<file path="src/rtl/otl_bus_router.sv">
// One-master to NSLV-slave router for the otl register bus: a registered write
// slice plus a single-outstanding read FSM with error responses and timeout.
module otl_bus_router #(
    parameter int                      ADDRW   = 32,
    parameter int                      DATAW   = 32,
    parameter int                      NSLV    = 3,
    parameter int                      SELLO   = 12,
    parameter int                      SELW    = 4,
    parameter logic [NSLV*SELW-1:0]    SLV_MAP = {4'h2, 4'h1, 4'h0},
    parameter int                      TOUT    = 256,
    parameter logic [DATAW-1:0]        ERRDATA = 32'hDEAD_BEEF
) (
    input  logic                    clk,
    input  logic                    rst,
    input  logic [DATAW-1:0]        s_wrdata,
    input  logic [ADDRW-1:0]        s_wraddr,
    input  logic                    s_wrvalid,
    output logic                    s_wrready,
    output logic                    s_wrerr,
    input  logic [ADDRW-1:0]        s_rdaddr,
    input  logic                    s_rdreq,
    output logic                    s_rdack,
    output logic [DATAW-1:0]        s_rddata,
    output logic                    s_rdvalid,
    input  logic                    s_rdready,
    output logic                    s_rderr,
    output logic [DATAW-1:0]        m_wrdata,
    output logic [ADDRW-1:0]        m_wraddr,
    output logic [NSLV-1:0]         m_wrvalid,
    input  logic [NSLV-1:0]         m_wrready,
    output logic [ADDRW-1:0]        m_rdaddr,
    output logic [NSLV-1:0]         m_rdreq,
    input  logic [NSLV-1:0]         m_rdack,
    input  logic [NSLV*DATAW-1:0]   m_rddata,
    input  logic [NSLV-1:0]         m_rdvalid,
    output logic [NSLV-1:0]         m_rdready
);

    localparam int IW      = (NSLV > 1) ? $clog2(NSLV) : 1;
    localparam int TW      = (TOUT > 1) ? $clog2(TOUT) : 1;
    localparam int TOUT_M1 = (TOUT > 0) ? TOUT - 1 : 0;
    localparam logic [TW-1:0] TLAST = TW'(TOUT_M1);

    // Returns {unmapped, index}; scanning downwards lets the lowest index win.
    function automatic logic [IW:0] decode(input logic [ADDRW-1:0] addr);
        logic [IW:0] res;
        res = {1'b1, {IW{1'b0}}};
        for (int i = NSLV - 1; i >= 0; i--) begin
            if (addr[SELLO +: SELW] == SLV_MAP[i*SELW +: SELW])
                res = {1'b0, IW'(i)};
        end
        return res;
    endfunction

    logic              wr_full;
    logic              wr_unm;
    logic [IW-1:0]     wr_idx;
    logic [ADDRW-1:0]  wr_addr;
    logic [DATAW-1:0]  wr_data;
    logic [IW:0]       wr_dec;
    logic              wr_drain;
    logic              wr_acc;

    assign wr_dec    = decode(s_wraddr);
    assign wr_drain  = wr_full & (wr_unm | m_wrready[wr_idx]);
    assign s_wrready = ~wr_full | wr_drain;
    assign wr_acc    = s_wrvalid & s_wrready;

    always_ff @(posedge clk) begin
        if (rst) begin
            wr_full <= 1'b0;
            wr_unm  <= 1'b0;
            wr_idx  <= '0;
            wr_addr <= '0;
            wr_data <= '0;
        end else if (wr_acc) begin
            wr_full <= 1'b1;
            wr_unm  <= wr_dec[IW];
            wr_idx  <= wr_dec[IW-1:0];
            wr_addr <= s_wraddr;
            wr_data <= s_wrdata;
        end else if (wr_drain) begin
            wr_full <= 1'b0;
        end
    end

    // An unmapped entry drains unconditionally, so this is a single-cycle pulse.
    assign s_wrerr  = wr_full & wr_unm;
    assign m_wrdata = wr_data;
    assign m_wraddr = wr_addr;

    typedef enum logic [1:0] {RD_IDLE, RD_REQ, RD_WAIT, RD_RESP} rd_state_t;

    rd_state_t         rd_state;
    logic [ADDRW-1:0]  rd_addr;
    logic [IW-1:0]     rd_idx;
    logic [DATAW-1:0]  rd_data;
    logic              rd_err;
    logic [TW-1:0]     rd_cnt;
    logic [IW:0]       rd_dec;
    logic              rd_expire;

    assign rd_dec    = decode(s_rdaddr);
    assign rd_expire = (TOUT != 0) && (rd_cnt == TLAST);

    always_ff @(posedge clk) begin
        if (rst) begin
            rd_state <= RD_IDLE;
            rd_addr  <= '0;
            rd_idx   <= '0;
            rd_data  <= '0;
            rd_err   <= 1'b0;
            rd_cnt   <= '0;
        end else begin
            case (rd_state)
                RD_IDLE: begin
                    if (s_rdreq) begin
                        rd_addr <= s_rdaddr;
                        rd_idx  <= rd_dec[IW-1:0];
                        rd_cnt  <= '0;
                        if (rd_dec[IW]) begin
                            rd_err   <= 1'b1;
                            rd_data  <= ERRDATA;
                            rd_state <= RD_RESP;
                        end else begin
                            rd_state <= RD_REQ;
                        end
                    end
                end
                RD_REQ: begin
                    if (m_rdack[rd_idx]) begin
                        rd_cnt   <= rd_cnt + TW'(1);
                        rd_state <= RD_WAIT;
                    end else if (rd_expire) begin
                        rd_err   <= 1'b1;
                        rd_data  <= ERRDATA;
                        rd_state <= RD_RESP;
                    end else begin
                        rd_cnt <= rd_cnt + TW'(1);
                    end
                end
                RD_WAIT: begin
                    if (m_rdvalid[rd_idx]) begin
                        rd_err   <= 1'b0;
                        rd_data  <= m_rddata[rd_idx*DATAW +: DATAW];
                        rd_state <= RD_RESP;
                    end else if (rd_expire) begin
                        rd_err   <= 1'b1;
                        rd_data  <= ERRDATA;
                        rd_state <= RD_RESP;
                    end else begin
                        rd_cnt <= rd_cnt + TW'(1);
                    end
                end
                RD_RESP: begin
                    if (s_rdready)
                        rd_state <= RD_IDLE;
                end
                default: rd_state <= RD_IDLE;
            endcase
        end
    end

    assign s_rdack   = (rd_state == RD_IDLE);
    assign s_rdvalid = (rd_state == RD_RESP);
    assign s_rddata  = rd_data;
    assign s_rderr   = rd_err;
    assign m_rdaddr  = rd_addr;

    always_comb begin
        m_wrvalid = '0;
        m_rdreq   = '0;
        m_rdready = '0;
        for (int i = 0; i < NSLV; i++) begin
            m_wrvalid[i] = wr_full & ~wr_unm & (wr_idx == IW'(i));
            m_rdreq[i]   = (rd_state == RD_REQ)  & (rd_idx == IW'(i));
            m_rdready[i] = (rd_state == RD_WAIT) & (rd_idx == IW'(i));
        end
    end

endmodule

</file>
<file path="config.mk">
export PLATFORM = sky130hd
export DESIGN_NAME = otl_bus_router
export DESIGN_NICKNAME = d
export VERILOG_FILES = /design/src/rtl/otl_bus_router.sv
export SDC_FILE = /design/constraint.sdc
export NUM_CORES = 1
export LEC_CHECK = 0
export CORE_AREA = 2 2 136 138
export DETAILED_ROUTE_END_ITERATION = 10
export DIE_AREA = 0 0 138 140
export GPL_TIMING_DRIVEN = 0
export MAX_ROUTING_LAYER = met4
export PLACE_DENSITY = 0.73
export SLEW_MARGIN = 25
export SYNTH_ARGS = -nofsm -noshare
export SYNTH_HDL_FRONTEND = slang
export SYNTH_SLANG_ARGS = --single-unit
export TNS_END_PERCENT = 1
</file>
<file path="constraint.sdc">
create_clock -name clk -period 6.5 [get_ports clk]
set_input_delay 0.65 -clock clk [delete_from_list [all_inputs] [get_ports clk]]
set_output_delay 0.65 -clock clk [all_outputs]
set_load 0.02 [all_outputs]
</file>
==> key figures <==
STA
  • Final hold vios: 0
  • Skew final: 9.76 ps
  • F_max: 285 MHz
  • Final setup fails: 0
  • Slew Viols, Final: 0
  • Unrepaired setup endpoints after global routing: false
  • Final setup TNS: 0 ps
  • Final worst-path cycle share: 0.540
  • Hold slack final: 451 ps
  • Tmin final: 3510 ps
  • Slew @ Worst Pin: approximately 640 ps
  • Relative slew slack: 0.575

Yosys
  • Netlist cell types: 43
  • Syn_area_per_cell: 7.99 um2
  • Share of the synthesized area in the top cell type: 0.468
  • Synth Warn #: 0
  • Post-synthesis cell area: 0.00621 mm2
  • Cell taking the most area after synthesis: dfxtp_1
  • Syn Inst Count: 777
  • Syn Nets: 988
  • FF+latch count, synth: about 150
  • Seq/Total Area, Yosys: 0.468
  • Synth area leaders: dfxtp_1, nand2_1, a21oi_1, mux2i_1, a22o_1

Job
  • Max Cap Viol: 0

Critical path
  • CP max FO: 10
  • Crit path capture type: output pin
  • Worst Setup Start Kind: flop
  • Worst Reg2Reg Path Length in Cells: 9
  • Setup CP Type: reg2out
  • Worst EP arrival: 2860 ps
  • Critical Path RT: 5850 ps

Clock tree
  • CTS tree: done
  • H-tree levels: 4
  • Worst-path clk slew: 60 ps
  • Clock sinks: roughly 150
  • TritonCTS Buffers: 17
  • Clk_lat worst skew: 420 ps
  • Post-CTS setup buffers: 0
  • CTS max path bufs: 2
  • CTS Hold Bufs: 0
  • Root buffer cell: clkbuf_16
  • Post-CTS Resized: 0

Cells and area
  • Share of layout cells above drive strength 1: 0.0502
  • Number of diodes: 0
  • P&R area growth vs syn: 69.5%
  • Post-layout util: 0.592
  • NumNets Final: 1,353

Route
  • Post-Route WL: 23.5 mm
  • Via/cell ratio: 4.91
  • DRT iter0 DRCs: about 260
  • Avg WL per Cell: approximately 17 um
  • DRC Markers: 0
  • Routed Antenna Nets: 0
  • Via count: 6,794
  • DR pass1 iterations: 4

Placed design
  • Routability Congestion: 0.872
  • Post-DP HPWL: 18.4 mm
  • PortBufs: 346

Floorplanning
  • Initial core utilization: 0.349
  • Num ports: 348
  • CORE AREA: around 0.018 mm2
  • Die extent in y: 140 um
  • FP Rows: 49
  • DIE AREA: 0.0193 mm2
  • Die width: 138 um

Power
  • Worst vdd ir: 0.000168 V
  • Net Sw Frac: 0.352
  • Clock power frac: 0.280
  • Pint: 2.16 mW
  • Power Dens Cells: 317 mW/mm2
  • Combinational share of power: 0.389
  • Sequential Power Share: 0.330
  • Pleak: 3.90 nW
  • Switch Pwr: 1.18 mW

Outcome
  • Outcome: finished clean

GRT
  • Number of global-route vias before repair: 6,750
  • First-pass GRT wire length: around 37 mm
  • Remaining Overflow, GRT: 0
  • Largest net degree at the start of global routing: 17
  • GRT Util Overall: 0.244
  • Initial antenna violation count: 0

Worst hold path
  • HP Class: reg2reg
  • Cells on Worst Hold Path: 2
cells in the final DEF (no fill, tap or decap), types with 4 or more instances in the layout:
master           instances
a211oi_1                 6
a21oi_1                131
a22o_1                  33
a311oi_1                 5
a31oi_1                  7
and2_1                   9
buf_1                    5
buf_2                   21
clkbuf_1                34
clkbuf_16               17
clkdlybuf4s50_1        346
clkinv_2                 4
dfxtp_1                145
ha_1                     5
inv_1                    9
mux2i_1                 35
nand2_1                218
nand2b_1                 4
nand4b_1                 4
nor2_1                  33
nor3_1                   6
o21ai_0                 34
routing by layer:
layer / up-vias / wire length, um / global-route usage / part of all wire
li1: 3395 / - / - / -
met1: 3102 / 9290 / 0.264 / 0.39
met2: 269 / 11800 / 0.421 / 0.50
met3: 28 / 1990 / 0.0824 / 0.084
met4: 0 / 470 / 0.0827 / 0.020
met5: - / 0 / - / 0
critical path, cell delays in order (launching register included):
cell             delay (ps)
dfxtp_1                 420
buf_2                   260
nor2b_1                 150
clkbuf_1                230
clkbuf_1                500
and2_1                  200
clkdlybuf4s50_1         670
state kept, by name, indices dropped and copies added, names as in the netlist:
signal,count
wr_full,1
wr_unm,1
s_rddata,32
m_wrdata,32
rd_cnt,8
rd_idx,2
rd_state,2
s_rderr,1
m_rdaddr,32
wr_idx,2
m_wraddr,32
kinds of logic (layout without fill, tap and decap cells):
kind of cell    count (synthesis)  in the layout  synth area share
compound gates                231            231             0.224
fa+ha+maj                       5              5            0.0101
buf+inv                        70            448            0.0478
flops                         145            145             0.468
mux                            35             35            0.0564
simple gates                  291            291             0.194
metrics by stage:
| stage | worst slack (ps) | power, mW | std cells | instance area [um2] |
|---|---|---|---|---|
| 6_report | 2990 | 3.34 | 1384 | 10500 |
| 3_5_place_dp | 3390 | 2.42 | 1352 | 9960 |
| 3_3_place_gp | 3360 | 2.40 | 1352 | 9960 |
| 5_1_grt | 2770 | 3.52 | 1384 | 10500 |
| 4_1_cts | 2930 | 3.37 | 1384 | 10500 |
| 2_1_floorplan | 4260 | 1.84 | 777 | 6210 |
final cells by class:
| cell class | instances | area (um2) |
|---|---|---|
| Sequential cell | 145 | 2900 |
| Fill cell | 1632 | 7260 |
| Clock inverter | 12 | 108 |
| Tap cell | 229 | 287 |
| Inverter | 9 | 33.8 |
| Timing Repair Buffer | 346 | 3460 |
| Buffer | 61 | 263 |
| Multi-Input combinational cell | 562 | 3010 |
| Clock buffer | 20 | 457 |
final timing paths:
check                           slack, ps         from           end
worst max-delay path                 2990    rd_idx[1]    m_rdreq[2]
worst max register to register       4060  rd_state[1]  s_rddata[18]
worst min-delay path                  450  m_wrdata[2]   m_wrdata[2]
worst min register to register        450  m_wrdata[2]   m_wrdata[2]
power by group through the flow:
stage          clock network (mW)  registers [mW]  logic [mW]
6_report                    0.937            1.10        1.30
5_1_grt                     0.994            1.12        1.41
4_1_cts                     0.956            1.11        1.31
3_5_place_dp                    0            1.12        1.29
3_3_place_gp                    0            1.12        1.28
2_1_floorplan                   0            1.26       0.583
cell usage after synthesis:
cell       instances
nand4b_1           4
or4_1              1
o21ai_0           34
a21oi_1          131
nand2_1          218
clkbuf_1          33
or2_2              1
a221o_1            1
dfxtp_1          145
buf_4              2
a41oi_1            3
nor3_1             6
and3b_1            1
mux2i_1           35
nor2b_1            3
buf_2             21
buf_1              5
nor2_1            33
o22ai_1            1
a221oi_1           1
nand2b_1           4
a211oi_1           6
o311ai_0           1
ha_1               5
a311oi_1           5
inv_1              9
a21o_1             1
o21a_1             1
nand3_1            1
a211oi_4           1
a22o_1            33
nand4_1            2
o21ai_2            1
o22a_1             1
and2_1             9
o2111ai_1          1
a21boi_2           1
a311o_1            1
nor3b_1            3
and4_1             1
nand3b_1           2
a31oi_1            7
and3_1             2
Power figures use the tool's default switching activity.
